[config.mk]
export PLATFORM = sky130hd
export DESIGN_NAME = serial_adder_ctrl
export DESIGN_NICKNAME = d
export VERILOG_FILES = /design/src/rtl/serial_adder_pkg.sv /design/src/rtl/full_adder.sv /design/src/rtl/serial_adder_ctrl.sv
export SDC_FILE = /design/constraint.sdc
export NUM_CORES = 1
export LEC_CHECK = 0
export CAP_MARGIN = 20
export CORE_MARGIN = 2
export CORE_UTILIZATION = 52
export CTS_CLUSTER_DIAMETER = 150
export DETAILED_ROUTE_END_ITERATION = 10
export HOLD_SLACK_MARGIN = 0.08
export PLACE_DENSITY = 0.79
export SLEW_MARGIN = 20
export SYNTH_ARGS = -nofsm -noshare
export SYNTH_HDL_FRONTEND = slang
export SYNTH_SLANG_ARGS = --single-unit
[constraint.sdc]
create_clock -name clk -period 1.95 [get_ports clk]
set_input_delay 0.39 -clock clk [delete_from_list [all_inputs] [get_ports clk]]
set_output_delay 0.39 -clock clk [all_outputs]
set_load 0.005 [all_outputs]
[src/rtl/serial_adder_pkg.sv]
// Shared state encodings and sizing helpers for the bit-serial adder controller.
package serial_adder_pkg;

  typedef logic [1:0] state_t;

  localparam logic [1:0] ST_IDLE = 2'b00;
  localparam logic [1:0] ST_RUN  = 2'b01;
  localparam logic [1:0] ST_DONE = 2'b10;

  localparam int unsigned MAX_WIDTH = 32;

  function automatic int unsigned idx_width(input int unsigned width);
    return $clog2(width);
  endfunction

endpackage

[src/rtl/full_adder.sv]
// Single-bit full adder cell; the only arithmetic in the serial adder datapath.
module full_adder (
  input  logic a,
  input  logic b,
  input  logic cin,
  output logic sum,
  output logic cout
);

  assign sum  = a ^ b ^ cin;
  assign cout = (a & b) | (a & cin) | (b & cin);

endmodule

[src/rtl/serial_adder_ctrl.sv]
// Bit-serial adder: one full_adder iterated LSB-first over WIDTH bits with start/ready/done handshake.
// Optional macro SERIAL_ADDER_SUB_EN adds a 'sub' input selecting a - b.
module serial_adder_ctrl
  import serial_adder_pkg::*;
#(
  parameter int unsigned WIDTH = 8
) (
  input  logic             clk,
  input  logic             rst_n,
  input  logic             start,
  input  logic [WIDTH-1:0] a,
  input  logic [WIDTH-1:0] b,
  input  logic             cin,
`ifdef SERIAL_ADDER_SUB_EN
  input  logic             sub,
`endif
  output logic             ready,
  output logic             busy,
  output logic             done,
  output logic [WIDTH-1:0] sum,
  output logic             cout
);

  localparam int unsigned IDX_W = idx_width(WIDTH);

  state_t             r_state;
  state_t             w_next;
  logic [WIDTH-1:0]   r_a_sr;
  logic [WIDTH-1:0]   r_b_sr;
  logic [WIDTH-1:0]   r_res_sr;
  logic               r_carry;
  logic [IDX_W-1:0]   r_idx;
  logic               r_ready;
  logic               r_busy;
  logic               r_done;
  logic [WIDTH-1:0]   r_sum;
  logic               r_cout;

  logic               w_accept;
  logic               w_last;
  logic               w_sub;
  logic               w_fa_sum;
  logic               w_fa_cout;
  logic [WIDTH-1:0]   w_res_next;

`ifdef SERIAL_ADDER_SUB_EN
  assign w_sub = sub;
`else
  assign w_sub = 1'b0;
`endif

  assign w_accept   = start && ((r_state == ST_IDLE) || (r_state == ST_DONE));
  assign w_last     = (r_state == ST_RUN) && (r_idx == IDX_W'(WIDTH - 1));
  assign w_res_next = {w_fa_sum, r_res_sr[WIDTH-1:1]};

  full_adder u_fa (
    .a    (r_a_sr[0]),
    .b    (r_b_sr[0]),
    .cin  (r_carry),
    .sum  (w_fa_sum),
    .cout (w_fa_cout)
  );

  // Next-state logic
  always_comb begin
    w_next = r_state;
    case (r_state)
      ST_IDLE: if (start) w_next = ST_RUN;
      ST_RUN:  if (w_last) w_next = ST_DONE;
      ST_DONE: w_next = start ? ST_RUN : ST_IDLE;
      default: w_next = ST_IDLE;
    endcase
  end

  // State and registered status flags, decoded from the next state
  always_ff @(posedge clk or negedge rst_n) begin
    if (!rst_n) begin
      r_state <= ST_IDLE;
      r_ready <= 1'b1;
      r_busy  <= 1'b0;
      r_done  <= 1'b0;
    end else begin
      r_state <= w_next;
      r_ready <= (w_next == ST_IDLE) || (w_next == ST_DONE);
      r_busy  <= (w_next == ST_RUN);
      r_done  <= (w_next == ST_DONE);
    end
  end

  // Operand capture, serial iteration and result publication
  always_ff @(posedge clk or negedge rst_n) begin
    if (!rst_n) begin
      r_a_sr   <= '0;
      r_b_sr   <= '0;
      r_res_sr <= '0;
      r_carry  <= 1'b0;
      r_idx    <= '0;
      r_sum    <= '0;
      r_cout   <= 1'b0;
    end else if (w_accept) begin
      r_a_sr  <= a;
      r_b_sr  <= w_sub ? ~b : b;
      r_carry <= w_sub ? 1'b1 : cin;
      r_idx   <= '0;
    end else if (r_state == ST_RUN) begin
      r_a_sr   <= r_a_sr >> 1;
      r_b_sr   <= r_b_sr >> 1;
      r_res_sr <= w_res_next;
      r_carry  <= w_fa_cout;
      r_idx    <= r_idx + IDX_W'(1);
      if (w_last) begin
        r_sum  <= w_res_next;
        r_cout <= w_fa_cout;
      end
    end
  end

  assign ready = r_ready;
  assign busy  = r_busy;
  assign done  = r_done;
  assign sum   = r_sum;
  assign cout  = r_cout;

endmodule

Yosys cells after proc, flatten, opt, wreduce, memory -nomap -nowiden
Index checks and enable logic that the tools add are counted.
W data, S select, Z words.
Word-level totals
  register bits after elaboration: 42
  bits in latches: 0
  RAM bits: 0
  ROM bits: 0
  input bits: 20
  word-level logic and storage cells: 46
  memories: 0
Operators by class
  $add $sub $neg: 1
  $mul: 0
  divide/modulo/power cells: 0
  order comparisons: 0
  equality and inequality tests: 5
  shift operators: 0
  multiplexer cells: 12
  bitwise operators: 8
  reductions and logical operators: 9
Operators by type and width (number)
  $mux W8: 4
  $mux W3: 2
  $pmux W2 S3: 1
  $eq A2 B1 Y1 const B: 2
  $eq A2 B2 Y1 const B: 2
  $logic_not A2 Y1: 2
  $mux W2: 2
  $add A3 B1 Y3 const B: 1
  $and A1 B1 Y1: 3
  $eq A3 B3 Y1 const B: 1
  $mux W1: 3
  $reduce_and A3 Y1: 1
  $logic_and A1 B1 Y1: 2
  $logic_or A1 B1 Y1: 2
  $or A1 B1 Y1: 2
  $reduce_and A2 Y1: 1
  $reduce_bool A2 Y1: 1
  $xor A1 B1 Y1: 2
  $not A1 Y1: 1

Longest topological paths before layout
  depth after elaboration: 6
  gate-level depth with buffers: 5
  mapped depth without buffers: 4

Modules after synthesis
A second synthesis with hierarchy kept.
Unflattened totals
  cells, all modules: 155
  area total of the unflattened synthesis: 1793.0 sq um
Modules (own cells, without submodules)
  serial_adder_ctrl: instances 1, cells an instance 154, area an instance 1773.0 sq um
  full_adder: instances 1, cells an instance 1, area an instance 20.0 sq um

Worst setup path before layout
No wires, ideal clock.
  path type: register -> register
  from: register r_idx[0]
  to: register r_cout, in the netlist cout
  data arrival time: 1.296 ns
  data required time: 1.825 ns
  slack: 0.529 ns
  stages on the path, launching flop included: 6
  path through: dfrtp_1 -> ha_1 -> ha_1 -> nand2_1 -> buf_6 -> mux2_4
Between the ends
  longest elaborated chain between the ends: 3
Ends and longest elaborated chain
  from (decl): line serial_adder_ctrl.sv:32  | logic [IDX_W-1:0] r_idx;
  from (signal assigned): line serial_adder_ctrl.sv:110  | r_idx <= r_idx + IDX_W'(1);
  $eq A3 B3 Y1: line serial_adder_ctrl.sv:53  | assign w_last = (r_state == ST_RUN) && (r_idx == IDX_W'(WIDTH - 1));
  $logic_and A1 B1 Y1: line serial_adder_ctrl.sv:53
  $reduce_and A3 Y1 (no line)
  to (signal assigned): line serial_adder_ctrl.sv:113  | r_cout <= w_fa_cout;
  to (decl): line serial_adder_ctrl.sv:37  | logic r_cout;
No other way between the ends.
A chain may end at the register's enable or synchronous reset.

Worst setup path in the final report
  from: register r_ready, in the netlist ready
  to: output ready
RTL lines
  from (decl): line serial_adder_ctrl.sv:33  | logic r_ready;
  from (signal assigned): line serial_adder_ctrl.sv:84  | r_ready <= (w_next == ST_IDLE) || (w_next == ST_DONE);
  to (decl): line serial_adder_ctrl.sv:17  | output logic ready,
No word-level cell between the ends.

==> impl_metrics.csv <==
group,metric,value,unit
logic_synthesis,async_flop_share,100,%
layout,num_antenna_cells,0,
timing,fin_ws,156,ps
critical_path,slowest_stage,"dfstp_2",
route,num_vias,1338,
critical_path,cp_top_family,"flip-flops",
timing,worst_slew_pin_slew,546,ps
logic_synthesis,netlist_area,1870,µm²
min_path,hp-class,"input pin to async pin",
layout,layout.nets,220,
logic_synthesis,ys_types,27,
critical_path,cp-end-kind,"primary output",
route,wire_per_inst,14.7,µm
route,drc_errors,0,
route,via_per_inst,5.48,
outcome,status,"complete, no violations",
layout,drive_gt1_share,14.6,%
pwr,ir_worst_vdd,0.753,mV
critical_path,crit_buf_inv,1,
critical_path,cp_max_fo,1,
timing,finalCriticalPeriod,1790,ps
placed_design,dpl_worst_slack,283,ps
cts,clock_latency,360,ps
critical_path,start_kind,"register",
layout,fin_cells,244,
route,drt_iter0_drc,46,
timing,rsz0062_at_grt,"no",
floorplan,dieWidth,64.0,µm
timing,slew_violations,0,
timing,finalCritPeriodShare,92.0,%
layout,final_cell_mix,"dfrtp_1 (40), clkdlybuf4s50_1 (30), nand2_1 (23)",
logic_synthesis,synth_seq_area_share,54.9,%
logic_synthesis,synth_top_area_share,53.5,%
floorplan,dieArea,4090,µm²
placed_design,placedCellCount,236,
logic_synthesis,synthesis.nets,185,
pwr,p_per_area,1520,nW/µm²
critical_path,crit_type,"register to primary output",
floorplan,fp-row-count,21,
timing,finalSetupViolCount,0,
floorplan,num_io_pins,32,
timing,setup_tns,0,ps
timing,fin_hold_ws,66.5,ps
cts,clk_path_buf_depth,2,
logic_synthesis,synth_edf_count,0,
floorplan,die_h,64.0,µm
global_route,grt_max_degree,42,
placed_design,place_hpwl,2570,µm
global_route,first_global_vias,1371,
floorplan,core_area,3390,µm²
cts,root_buffer,"clkbuf_4",
global_route,overflow,0,
timing,max-slew-margin-rel,63.6,%
timing,max_freq,0.557,GHz
logic_synthesis,ys.flop_type,"dfrtp_1",
logic_synthesis,synth.largest_area_cell,"dfrtp_1",
logic_synthesis,avgSynthCellArea,11.5,µm²
critical_path,crit_path_max_incr_delay,540,ps
logic_synthesis,yosysWarnings,0,
global_route,grt_pass1_wl,6260,µm
floorplan,start_util,55.2,%
timing,worst_clock_skew,12.7,ps
global_route,antenna_found_initial,0,
cts,cts_setup_buffers,0,
placed_design,io_buffers,31,
route,dr.pass1.iters,4,
layout,finish.utilization,68.1,%
critical_path,critical_path_arrival,1400,ps
route,route.antenna.remaining_nets,0,
global_route,grt_use_total,20.2,%
pwr,total_power,3.52,mW
critical_path,worstPathRequired,1560,ps
logic_synthesis,ys_seq_elements,41,
layout,syn_to_final_growth,23.5,%
logic_synthesis,ys_top_cells_by_area,"dfrtp_1 (54%), mux2i_1 (6.4%), mux2_4 (6.4%), nand2_1 (4.6%), a211oi_1 (4.4%)",
layout,final_area,2310,µm²
cts,post_cts_resized,0,
placed_design,placed_area,2220,µm²
cts,cts_max_level,2,
timing,hold_viol_final,0,
logic_synthesis,netlist_instances,162,
layout,final_common_cell,"dfrtp_1",
cts,cts_buffers,5,
placed_design,place.gp.congestion,0.728,
cts,numClockSinks,41,
route,drt-total-wl,3580,µm
pwr,leakage,1.04,nW
cts,cts_hold_buf,0,
critical_path,worstPathCellList,"clkdlybuf4s50_1",
cts,clk_pin_slew,130,ps
cts,cts_tree,"yes",
job,maxCapViolations,0,
layout make-up:
class                      count  area, µm²
fill                         251       1080
sequential                    41       1030
multi-input combinational    108        767
timing repair buffer          38        358
tap                           46       57.6
clock buffer                   6       51.3
clock inverter                 2       37.5
inverter                       3       11.3
routing by layer:
metal,part of all wire (%),vias to the layer above,wire length (µm),global-route usage [%]
met4,2.5,0,88,8.70
met5,0,-,0,0
met3,4.9,10,175,6.16
li1,-,630,-,-
met1,41,658,1480,23.3
met2,51,40,1830,34.5
synth_stat cells (all sizes together) (3+ instances only):
cell type	count
dfrtp	40
nand2	23
mux2i	12
nor2b	12
a211oi	11
a21oi	11
mux2	11
buf	8
nor2	5
o21ai	4
a22o	3
inv	3
nand3	3
nor3	3
o22ai	3
state kept, by name (all words and copies together) (netlist names), 2 cells and up:
signal / flops
r_res_sr: 7
r_b_sr: 8
r_a_sr: 8
r_idx: 3
sum: 8
r_state: 2
where the power goes:
part           switching (mW)  total [mW]  internal (mW)
Clock                   0.284       0.588          0.305
Combinational           0.612        1.40          0.793
Sequential              0.271        1.52           1.25
final timing paths:
kind | from | to | cells past startpoint | slack [ps]
worst max register to register | r_idx[0]$_DFFE_PN0P_ | sum[0]$_DFFE_PN0P_ | 5 | 390
max in group asynchronous | rst_n | ready$_DFF_PN1_ | 2 | 1520
worst max-delay path | ready$_DFF_PN1_ | ready | 1 | 160
min in group clk | r_idx[0]$_DFFE_PN0P_ | r_idx[0]$_DFFE_PN0P_ | 1 | 490
worst min-delay path | rst_n | r_res_sr[3]$_DFFE_PN0P_ | 2 | 70
worst min register to register | r_idx[0]$_DFFE_PN0P_ | r_idx[0]$_DFFE_PN0P_ | 1 | 490
cells by family after synthesis:
family                   share of synthesized area (%)
multiplexers                                      14.6
AND/OR/NAND/NOR                                   12.7
adder cells (fa/ha/maj)                           2.41
AO/OA/AOI/OAI                                     11.2
buffers and inverters                             4.08
flip-flops                                        54.9
worst register-to-register path, stage by stage (launching register included):
cell,delay (ps)
dfrtp_1,420
ha_1,200
ha_1,210
nand2_1,60
buf_4,210
mux2_2,360
Power figures use the tool's default switching activity.
